$ cat src/rtl/emesh_txwr_fifo.sv
// rtl/emesh_txwr_fifo.sv - first-word-fall-through emesh packet buffer ahead of elink txwr
// Optional macro EMESH_TXWR_FIFO_STATS_EN adds the pkt_total transferred-packet counter.
module emesh_txwr_fifo #(
  parameter int DEPTH = 8,
  localparam int AW = $clog2(DEPTH)
) (
  input  logic          clock,
  input  logic          reset,
  input  logic          in_access,
  input  logic [103:0]  in_packet,
  output logic          in_wait,
  output logic          out_access,
  output logic [103:0]  out_packet,
  input  logic          out_wait,
`ifdef EMESH_TXWR_FIFO_STATS_EN
  output logic [31:0]   pkt_total,
`endif
  output logic [AW:0]   count
);

  localparam logic [AW:0] FULL_COUNT = (AW+1)'(DEPTH);
  localparam logic [AW:0] PTR_ONE    = (AW+1)'(1);

  logic [AW:0]  wr_ptr;
  logic [AW:0]  rd_ptr;
  logic [103:0] mem [DEPTH];
  logic         full;
  logic         empty;
  logic         push;
  logic         pop;

  // Extra pointer bit distinguishes full from empty; flags decode registered state only.
  assign count      = wr_ptr - rd_ptr;
  assign full       = (count == FULL_COUNT);
  assign empty      = (count == '0);
  assign in_wait    = full;
  assign out_access = ~empty;
  assign push       = in_access & ~full;
  assign pop        = ~empty & ~out_wait;
  assign out_packet = mem[rd_ptr[AW-1:0]];

  always_ff @(posedge clock) begin
    if (reset) begin
      wr_ptr <= '0;
      rd_ptr <= '0;
    end else begin
      if (push) wr_ptr <= wr_ptr + PTR_ONE;
      if (pop)  rd_ptr <= rd_ptr + PTR_ONE;
    end
  end

  // Storage is deliberately not cleared by reset.
  always_ff @(posedge clock) begin
    if (push) mem[wr_ptr[AW-1:0]] <= in_packet;
  end

`ifdef EMESH_TXWR_FIFO_STATS_EN
  always_ff @(posedge clock) begin
    if (reset)    pkt_total <= '0;
    else if (pop) pkt_total <= pkt_total + 32'd1;
  end
`endif

endmodule

$ cat config.mk
export PLATFORM = sky130hd
export DESIGN_NAME = emesh_txwr_fifo
export DESIGN_NICKNAME = d
export VERILOG_FILES = /design/src/rtl/emesh_txwr_fifo.sv
export SDC_FILE = /design/constraint.sdc
export NUM_CORES = 1
export LEC_CHECK = 0
export CORE_MARGIN = 2
export CORE_UTILIZATION = 45
export DETAILED_ROUTE_END_ITERATION = 10
export GPL_ROUTABILITY_DRIVEN = 0
export GPL_TIMING_DRIVEN = 1
export PLACE_DENSITY = 0.63
export SLEW_MARGIN = 20
export SYNTH_ARGS = -nofsm -noshare
export SYNTH_HDL_FRONTEND = slang
export SYNTH_SLANG_ARGS = --single-unit
$ cat constraint.sdc
create_clock -name clock -period 16.5 [get_ports clock]
set_clock_uncertainty 0.05 [all_clocks]
set_input_delay 2.475 -clock clock [delete_from_list [all_inputs] [get_ports clock]]
set_output_delay 2.475 -clock clock [all_outputs]
set_load 0.1 [all_outputs]
== Word-level counts from Yosys, hierarchy flattened ==
Memory sizes are Yosys's and may differ from the RTL's. A register that Yosys moved wholly into a read port is not among the register bits.
Cells that the tools add are included.
Word-level totals
  register bits after elaboration: 8
  memories kept: 1
  logic and storage cells: 17
  RAM bits: 832
  bits of input ports: 108
  output and inout port bits: 110
Cells by class
  bitwise operators: 5
  equality and inequality tests: 1
  add/sub/neg operators: 3
  reduce and logical (&&, ||, !) cells: 1
  mux-type cells: 4
Memories
  mem: words 8, bits a word 104, rd ports 1, clocked after memory_dff 1, wr ports 1, RTL line 26  | logic [103:0] mem [DEPTH];
Operators with widths (count)
  4-bit by 1-bit adder with 4-bit output (second input constant): 2
  3-bit 2-to-1 mux: 2
  4-bit == test (second input constant): 1
  4-bit logical NOT: 1
  4-bit subtractor: 1
  1-bit NOT: 3
  1-bit AND: 2
  1-bit 2-to-1 mux: 2

== Longest topological paths before layout ==
Gate-level depths: netlist of run 1.
  depth after elaboration: 6
  mapped depth: 9
  depth with buffers taken out: 9

== Least setup slack after synthesis of run 1 ==
No wires, ideal clock.
  kind: register -> register
  from: register wr_ptr[0]
  to: memory mem[4][0], enable pin
  period minus slack after synthesis: 14.578 ns
  setup slack: 1.922 ns
  cell stages (with the launch flop): 9
  data required time: 15.591 ns
  setup time: 0.859 ns
  path buffers: 0
  data arrival time: 13.669 ns
  cell sequence: dfxtp_1 inv_1 ha_1 inv_1 fa_1 xor2_1 or3_4 o21ai_2 nor4b_1
Between the ends
  word-level cells in the longest chain between the ends: 6
Ends and longest elaborated chain
  start: declaration: RTL line 24  | logic [AW:0] wr_ptr;
  start signal: assignment: RTL line 47  | if (push) wr_ptr <= wr_ptr + PTR_ONE;
  4-bit subtractor: RTL line 33  | assign count = wr_ptr - rd_ptr;
  named net count[2]: RTL line 18  | output logic [AW:0] count
  4-bit == test: RTL line 34  | assign full = (count == FULL_COUNT);
  1-bit NOT: RTL line 38  | assign push = in_access & ~full;
  1-bit AND: RTL line 38
  1-bit 2-to-1 mux: RTL line 54  | if (push) mem[wr_ptr[AW-1:0]] <= in_packet;
  1-bit 2-to-1 mux (implied by the code): RTL line 54
  end: declaration: RTL line 26
The timed path passes the listed nets, and every way through them passes these cells.

==> summary.txt, run 1 <==
Timing
  – Post-route minimum period: between 7 and 8 ns
  – Hold slack: between 0.5 and 0.6 ns
  – Max Slew Vio Count: 0
  – Worst slew pin tran: 1.127 ns
  – Peak Freq: around 130 MHz
  – Slew HR: between 20% and 30%
  – Fin Setup TNS: 0 ns
  – Finish-stage setup viols: 0
  – Final hold vios: 0
  – Period utilisation layout: between 40% and 50%
  – RSZ-0062 raised after global routing: false

Floorplanning
  – Die footprint: around 73000 sq um
  – Die X-Extent: approximately 270 um
  – Die H: approximately 270 um
  – Core Footprint: ~70000 sq um
  – Initial core utilization: 45.53%
  – Boundary pin count: 218
  – Num rows: between 90 and 100

Placed design
  – Cell Area, Placed: between 30000 and 40000 sq um
  – Post-detail-place hpwl: 30330 um
  – Placed insts: 2398
  – PortBufs: between 200 and 250

Critical path
  – Crit start category: flop
  – Worst reg2reg setup slack: between 10 and 15 ns
  – Kind of critical path: flop to output port
  – Crit end category: output port
  – Worst EP required: approximately 14 ns
  – Crit-path max FO: 49
  – WP data arrival: just over 5 ns

CTS
  – TritonCTS buffer count: 88
  – Clock transition at path regs: about 0.060 ns
  – Htree depth: 3
  – Clock Latency Late Sink: between 0.6 and 0.7 ns
  – CTS tree: done
  – Clk sinks: 843
  – Post-cts hold buffer count: 0
  – Resize count post-CTS: 0
  – CTS max path bufs: 3
  – CTS Root Cell: clkbuf_16
  – Number of setup buffers added after CTS: 0

Layout
  – Nets@finish: approximately 1700
  – Synth-to-Final Area Change: 18.58%
  – Utilization after layout: around 54%
  – Share of cells above drive strength 1: about 29%
  – Non-filler cells, final: around 2600
  – Post-route cell area: about 38000 sq um
  – FILL cells: ~5300

Logic synthesis
  – Top_reg_cell synth: edfxtp_1
  – Post-Syn Area: between 30000 and 40000 sq um
  – Syn Nets: between 1000 and 1500
  – Avg Inst Size Synth: ~25 sq um
  – Synth area leaders: edfxtp_1 78%, mux4_2 15%, mux2_2 3.7%, dfxtp_1 0.69%, buf_6 0.53%
  – Sequential area share after synthesis: about four fifths
  – Unique masters post-synth: 38
  – Synth warn: 0
  – Most common library cells after synthesis: 832 x edfxtp_1, 208 x mux4_2, 104 x mux2_2
  – Synth top area share: between 70% and 80%
  – Asr flop ratio synth: 0%
  – Area leader, netlist: edfxtp_1
  – Post-synth EDFFs: 832
  – Yosys reg bits: roughly 840
  – Top-count cell post-synth: edfxtp_1
  – Mapped Cells: 1285

GRT
  – Initial antenna violation count: 7
  – Largest net degree at the start of global routing: around 160
  – Grt ovf: 0
  – Vias in the first global route: about 15000
  – GRT Util Overall: roughly 17%
  – First-pass GRT wire length: ~94000 um

Power and ir drop
  – Peak VDD IR: 0.0002981 V
  – Lkg Pwr: between 10 and 15 nW
  – P per Cell Area: roughly 180 nW/um^2

Drt
  – DRC Markers: 0
  – Final WL: between 60000 and 70000 um
  – Vias per inst: about 5.5
  – WL per Instance: 24.36 um
  – DR vias: 13950
  – DRT iter0 DRCs: around 1100
  – Router iterations before antenna repair: 5
  – Detail Route Antenna Nets: 0

Outcome
  – Outcome: finished clean

Hold path
  – Type of the most critical hold path: flop to flop

Flow run
  – Max-capacitance violation count: 0
layout by cell type, fill, tap and decap left out, types with 3 or more instances in the layout:
master	count
mux2_2	104
bufinv_16	4
edfxtp_1	832
nor2_1	8
inv_6	5
xor2_1	4
inv_1	7
dfxtp_1	8
nand2_1	3
buf_12	7
clkinv_2	12
clkinv_1	15
nor4b_2	3
or3_1	3
dfxtp_4	3
clkdlybuf4s50_1	217
buf_4	10
clkbuf_1	23
mux4_2	208
ha_1	5
a21oi_1	4
clkbuf_16	91
critical path, cell delays in order, from the launching register on:
cell,delay [ns]
dfxtp_4,0.86
buf_4,0.85
buf_4,0.85
mux4_2,0.60
mux2_2,0.27
clkdlybuf4s50_1,1.01
layer usage:
layer | part of all wire, % | up-vias | track usage, %
met4 | 1.6 | 14 | 4.129
met5 | 0.15 | - | 0
met1 | 42 | 7457 | 23.42
met2 | 50 | 331 | 28.44
met3 | 6.2 | 93 | 4.383
li1 | - | 6050 | -
logic make-up (layout without fill, tap and decap cells):
family	Yosys count	in the layout	synth area share [%]
mux	314	314	18.40
fa+ha+maj	6	6	0.2585
simple gates	34	34	0.6620
xor+xnor	5	5	0.1371
compound gates	15	15	0.3957
buf+inv	68	395	1.242
flops	843	843	78.91
other cells	0	1	0
layout make-up:
type / count / area, sq um / share of cell area [%]
inverter: 7 / 26.28 / 0.06937
tap: 940 / 1176 / 3.105
sequential: 843 / 25220 / 66.58
clock inverter: 39 / 304.0 / 0.8027
timing repair buffer: 234 / 2387 / 6.303
multi-input combinational: 374 / 6386 / 16.86
clock buffer: 115 / 2377 / 6.277
antenna: 1 / 2.502 / 0.006607
path summary, 6_finish.rpt:
path,endpoint,depth (start not counted),from
worst max-delay path,out_packet[96],5,flop
worst min-delay path,rd_ptr[3],2,rd_ptr[3]
worst max register to register,mem[6][75],10,wr_ptr[0]
worst min register to register,rd_ptr[3],2,rd_ptr[3]
flip-flops by register name, indices dropped and copies added (netlist names), named ones only:
signal	flops
mem	832
rd_ptr	4
wr_ptr	4
stage by stage:
stage / power, W / setup slack [ns]
floorplan: 0.004694 / 1.922
global placement: 0.005213 / 9.189
detailed placement: 0.005229 / 9.206
CTS: 0.007083 / 8.539
global route: 0.007244 / 8.326
finish: 0.006985 / 8.798
power breakdown:
group	switching (W)	internal, W
combinational	0.00176	0.000778
clock	0.000766	0.00107
sequential	0.0000588	0.00254
total	0.00259	0.00440
Power figures use the tool's default switching activity.
==> inputs of run 2 (changes only) <==
--- a/config.mk
+++ b/config.mk
@@ -10,7 +10,7 @@
 export DETAILED_ROUTE_END_ITERATION = 10
 export GPL_ROUTABILITY_DRIVEN = 0
 export GPL_TIMING_DRIVEN = 1
-export PLACE_DENSITY = 0.63
+export PLACE_DENSITY = 0.65
 export SLEW_MARGIN = 20
 export SYNTH_ARGS = -nofsm -noshare
 export SYNTH_HDL_FRONTEND = slang
==> constraint.sdc (replaced) <==
create_clock -name clock -period 6.2 [get_ports clock]
set_clock_uncertainty 0.05 [all_clocks]
set_input_delay 0.93 -clock clock [delete_from_list [all_inputs] [get_ports clock]]
set_output_delay 0.93 -clock clock [all_outputs]
set_load 0.1 [all_outputs]
==> run 2 against run 1 <==
Effect of this change: clock power grew to 2.7 times the previous value; cell count grew 0.39%; total power grew to 2.7 times the previous value; combinational power grew to 2.7 times the previous value; critical path depth grew 2; clock-buffer cell count shrank 13; largest power group unchanged.
==> summary.txt, run 2 (same netlist as run 1, synthesis figures left out) <==
Drt
  – Met3 WL: 3586 um (-7.4%)
  – DR vias: 14040 (+0.70%)
  – Final WL: 62090 um (-0.16%)
  – WL per Instance: 24.23 um (-0.55%)
  – Router iterations before antenna repair: 5 (unchanged)
  – Met1 WL: 26120 um (+0.17%)
  – Vias per inst: 5.479 (+0.30%)
  – DRC Markers: 0 (unchanged)
  – Top Metal Used: met5
  – Detail Route Antenna Nets: 0 (unchanged)
  – Met2 WL: 31100 um (about the same)
  – DRT iter0 DRCs: 1180 (+5.5%)

Layout
  – Utilization after layout: 54.38% (+0.39 points)
  – FILL cells: 5321 (-0.17%)
  – Max FFs per register: 832 (unchanged)
  – Nets@finish: 1669 (+0.42%)
  – Synth-to-Final Area Change: 19.43%
  – Commonest cells after routing, fill and taps aside: 832 x edfxtp_1, 217 x clkdlybuf4s50_1, 208 x mux4_2, 104 x mux2_2, 86 x clkbuf_16
  – Most common cell after layout, fill and taps aside: edfxtp_1
  – Share of cells above drive strength 1: 29.43% (+0.64 points)

Hold path
  – Type of the most critical hold path: flop to flop
  – Hold_sp: rd_ptr[1]

Critical path
  – Setup crit start: wr_ptr[0]
  – Kind of critical path: flop to output port
  – FF-to-FF Start: wr_ptr[2]
  – Slowest-stage cell, CP: clkdlybuf4s50_1
  – Crit start category: flop
  – Crit-path max FO: 9 (-82%)
  – Worst path cell trace: inv_1 > ha_1 > inv_1 > fa_2 > or3_4 > a21oi_4 > clkdlybuf4s50_1
  – Crit-path most repeated cell: inv_1
  – WP data arrival: 3.91 ns (-1.27 ns)
  – Worst EP required: 5.22 ns (-8.76 ns)
  – Max stage delay on crit path: 1.19 ns (+0.18 ns)
  – Crit end category: output port

Timing
  – Final hold vios: 0 (unchanged)
  – RSZ-0062 raised after global routing: false
  – Max Slew Vio Count: 0 (unchanged)
  – Slew HR: 24.13% (-0.51 points)
  – Finish-stage setup viols: 0 (unchanged)
  – Peak Freq: 204.5 MHz
  – Fin Setup TNS: 0 ns (unchanged)
  – Post-route minimum period: around 5 ns
  – Period utilisation layout: between 70% and 80%
  – Worst slew pin tran: 1.130 ns (+0.002769 ns)

CTS
  – CTS Root Cell: clkbuf_16
  – CTS tree: done
  – CTS max path bufs: 3 (unchanged)
  – Post-cts hold buffer count: 0 (unchanged)
  – Htree depth: 3 (unchanged)
  – Clock Latency Late Sink: 0.61 ns (about the same)
  – Clock transition at path regs: 0.06 ns (about the same)
  – TritonCTS buffer count: 85 (-3.4%)
  – Clk sinks: 843 (unchanged)
  – Number of setup buffers added after CTS: 0 (unchanged)
  – Resize count post-CTS: 0 (unchanged)

Power and ir drop
  – Peak VDD IR: 0.001054 V (+250%)
  – Lkg Pwr: 11.68 nW (+0.73%)
  – P per Cell Area: 490.2 nW/um^2 (+170%)

GRT
  – Largest net degree at the start of global routing: 105 (-32%)
  – Grt ovf: 0 (unchanged)
  – GRT Util Overall: 17.25% (-0.070 points)
  – Initial antenna violation count: 9 (+2)
  – First-pass GRT wire length: 94560 um (+0.53%)
  – Vias in the first global route: 15250 (+0.88%)

Floorplanning
  – Boundary pin count: 218 (unchanged)
  – Die footprint: 73130 sq um (unchanged)
  – Num rows: 97 (unchanged)
  – Die X-Extent: 270.4 um (unchanged)
  – Core Footprint: 70150 sq um (unchanged)
  – Initial core utilization: 45.53% (unchanged)
  – Die H: 270.4 um (unchanged)

Placed design
  – PortBufs: 217 (unchanged)
  – Post-detail-place hpwl: 31810 um (+4.9%)

Outcome
  – Outcome: finished clean

Flow run
  – Max-capacitance violation count: 0 (unchanged)
## run 2: changes by cell type in the layout (fill, tap and decap cells not counted), sizes merged
cell | before | now
clkbuf | 115 | 102
buf | 17 | 27
clkinv | 28 | 38
bufinv | 4 | 8
inv | 12 | 8
clkinvlp | 2 | 4
diode | 1 | 2
## run 2: final timing paths
kind,end,slack [ns],cells past startpoint
setup / recovery,in_wait,1.31,7
setup reg to reg,mem[5][86],2.23,7
hold / removal,rd_ptr[1],0.54,2
hold reg to reg,rd_ptr[1],0.54,2
## run 2: cell type report
cell class / count / area [sq um] / area share [%]
antenna: 2 / 5.005 / 0.01312
clock buffer: 102 / 2212 / 5.799
clock inverter: 51 / 476.7 / 1.250
inverter: 7 / 26.28 / 0.06888
multi-input combinational: 374 / 6457 / 16.93
sequential: 843 / 25220 / 66.11
tap: 940 / 1176 / 3.083
timing repair buffer: 244 / 2575 / 6.750
## run 2: worst max-delay path, delay by kind of cell, from the launching register on
kind,cells,cell delay [ns]
buffers and inverters,3,1.46
AO/OA/AOI/OAI,1,0.23
AND/OR/NAND/NOR,1,0.42
adder cells (fa/ha/maj),2,0.71
flip-flops,1,0.48
## run 2: routing by layer
| metal | vias up | GRT usage (%) |
|---|---|---|
| met5 | - | 0 |
| met4 | 14 | 5.031 |
| met3 | 96 | 3.787 |
| met2 | 334 | 28.52 |
| met1 | 7529 | 23.16 |
| li1 | 6069 | - |
## run 2: per-stage QoR
step	setup WS, ns	cells	hold WS, ns	cell area [sq um]	total power [W]
2_1_floorplan	0.03374	1285	0.4801	32050	0.01241
3_3_place_gp	1.975	2408	0.5158	35450	0.01395
3_5_place_dp	1.952	2408	0.5281	35450	0.01399
4_1_cts	1.267	2561	0.5448	38140	0.01893
5_1_grt	1.161	2563	0.5878	38150	0.01937
6_report	1.310	2563	0.5428	38150	0.01870
## run 2: report_power, final
| group | internal [W] | total (W) | switching [W] |
|---|---|---|---|
| combinational | 0.00213 | 0.00682 | 0.00469 |
| sequential | 0.00677 | 0.00697 | 0.000206 |
| clock | 0.00288 | 0.00491 | 0.00203 |
==> inputs of run 3 (changes only) <==
==> constraint.sdc (replaced) <==
create_clock -name clock -period 4.25 [get_ports clock]
set_clock_uncertainty 0.05 [all_clocks]
set_input_delay 0.6375 -clock clock [delete_from_list [all_inputs] [get_ports clock]]
set_output_delay 0.6375 -clock clock [all_outputs]
set_load 0.1 [all_outputs]
==> run 3 against run 2 <==
Effect of this change: combinational power grew 44%; critical path type unchanged; clock-buffer cell count grew 12; clock power grew 44%; non-clock buffer count shrank 2; critical path depth shrank 4; total power grew 44%; via count shrank 0.25%; worst setup slack lost 0.91 ns.
==> summary.txt, run 3 (same netlist as run 1, synthesis figures left out) <==
Outcome
  – Outcome: finished clean

Drt
  – Router iterations before antenna repair: 5 (unchanged)
  – WL per Instance: 24.54 um (+1.3%)
  – Vias per inst: 5.476 (about the same)
  – Final WL: 62760 um (+1.1%)
  – DR vias: 14010 (-0.25%)
  – DRT iter0 DRCs: 1040 (-12%)
  – Detail Route Antenna Nets: 0 (unchanged)
  – DRC Markers: 0 (unchanged)

Placed design
  – Cell Area, Placed: 35230 sq um (-0.63%)
  – Post-detail-place hpwl: 32120 um (+0.97%)
  – Placed insts: 2406 (-0.083%)
  – PortBufs: 217 (unchanged)

Power and ir drop
  – Total power: 0.02700 W (+44%)
  – P per Cell Area: 712.7 nW/um^2 (+45%)
  – Peak VDD IR: 0.001168 V (+11%)
  – Lkg Pwr: 11.76 nW (+0.69%)

Layout
  – Share of cells above drive strength 1: 35.71% (+6.3 points)
  – Synth-to-Final Area Change: 18.61%
  – Reg area: 25220 sq um (about the same)
  – Non-filler cells, final: 2558 (-0.20%)
  – Utilization after layout: 54.00% (-0.37 points)
  – Post-route cell area: 37880 sq um (-0.69%)
  – Most common cell after layout, fill and taps aside: edfxtp_1
  – Max FFs per register: 832 (unchanged)
  – FILL cells: 5320 (-0.019%)
  – Multi-input gate area: 6477 sq um (+0.31%)
  – Commonest cells after routing, fill and taps aside: 832 x edfxtp_1, 208 x mux4_2, 113 x clkdlybuf4s50_1, 111 x buf_4, 104 x mux2_2
  – Nets@finish: 1668 (-0.060%)

Floorplanning
  – Core Footprint: 70150 sq um (unchanged)
  – Initial core utilization: 45.53% (unchanged)
  – Num rows: 97 (unchanged)
  – Die footprint: 73130 sq um (unchanged)
  – Boundary pin count: 218 (unchanged)
  – Die H: 270.4 um (unchanged)
  – Die X-Extent: 270.4 um (unchanged)

Timing
  – Max Slew Vio Count: 0 (unchanged)
  – Worst slew pin tran: 0.9794 ns (-0.1501 ns)
  – Peak Freq: around 260 MHz
  – Final hold vios: 0 (unchanged)
  – Fin Setup TNS: 0 ns (unchanged)
  – RSZ-0062 raised after global routing: false
  – Post-route minimum period: 3.848 ns
  – Finish-stage setup viols: 0 (unchanged)
  – Slew HR: 34.50% (+10 points)
  – Period utilisation layout: roughly nine tenths

Critical path
  – WP data arrival: 3.16 ns (-0.75 ns)
  – Crit-path max FO: 23 (+14)
  – Worst EP required: 3.56 ns (-1.66 ns)
  – Crit start category: flop
  – Kind of critical path: flop to output port
  – Crit end category: output port
  – Worst reg2reg setup slack: 0.82 ns (-1.41 ns)

GRT
  – First-pass GRT wire length: 94900 um (+0.36%)
  – Initial antenna violation count: 6 (-3)
  – Grt ovf: 0 (unchanged)
  – Largest net degree at the start of global routing: 87 (-17%)
  – Vias in the first global route: 15160 (-0.63%)
  – GRT Util Overall: 17.40% (+0.15 points)

CTS
  – CTS Root Cell: clkbuf_16
  – Resize count post-CTS: 0 (unchanged)
  – Clock transition at path regs: 0.05 ns (about the same)
  – Clock Latency Late Sink: 0.61 ns (about the same)
  – Post-cts hold buffer count: 0 (unchanged)
  – Htree depth: 3 (unchanged)
  – TritonCTS buffer count: 86 (+1.2%)
  – Clk sinks: 843 (unchanged)
  – CTS max path bufs: 3 (unchanged)
  – Number of setup buffers added after CTS: 0 (unchanged)
  – CTS tree: done

Hold path
  – Type of the most critical hold path: flop to flop

Flow run
  – Max-capacitance violation count: 0 (unchanged)
## run 3: cell types whose count changed in the layout (fill, tap and decap cells not counted), sizes merged
cell           change
buf              +102
inv                +2
clkinvlp           -3
clkinv            -10
bufinv             -4
clkbuf            +12
clkdlybuf4s50    -104
## run 3: layout make-up
cell class              instances  share of cell area (%)
flip-flops and latches        843                   66.57
clock buffers                 114                   6.236
inverters                       7                 0.08257
diodes                          2                 0.01321
repair buffers                242                   6.136
clock inverters                36                  0.7596
multi-input cells             374                   17.10
well taps                     940                   3.105
## run 3: stage by stage
step	setup slack (ns)	hold WS, ns
2_1_floorplan	-1.722	0.4801
3_3_place_gp	0.8909	0.5205
3_5_place_dp	0.8277	0.5265
4_1_cts	0.3059	0.5370
5_1_grt	0.2110	0.5971
6_report	0.4024	0.5353
## run 3: path summary, 6_finish.rpt
kind                          to      start  cells past startpoint
hold / removal         wr_ptr[0]  wr_ptr[0]                      2
setup reg to reg      mem[2][70]  wr_ptr[2]                      7
setup / recovery  out_packet[12]       flop                      3
hold reg to reg        wr_ptr[0]  wr_ptr[0]                      2
## run 3: power by group
part / internal (W) / total, W / switching [W]
combinational: 0.00290 / 0.00980 / 0.00690
clock: 0.00413 / 0.00709 / 0.00296
sequential: 0.00987 / 0.0101 / 0.000237
total: 0.0169 / 0.0270 / 0.0101
## run 3: metal layers
layer,track usage [%],up-vias,wire (um)
met3,3.974,87,3376
li1,-,6067,-
met1,23.51,7537,27000
met4,4.667,10,1090
met2,28.68,306,31230
met5,0,-,65
## run 3: worst max-delay path: stages, from the launching register on
cell and delay, ns:
dfxtp_4 0.67, mux4_2 0.58, mux2_2 0.31, clkdlybuf4s50_1 0.98
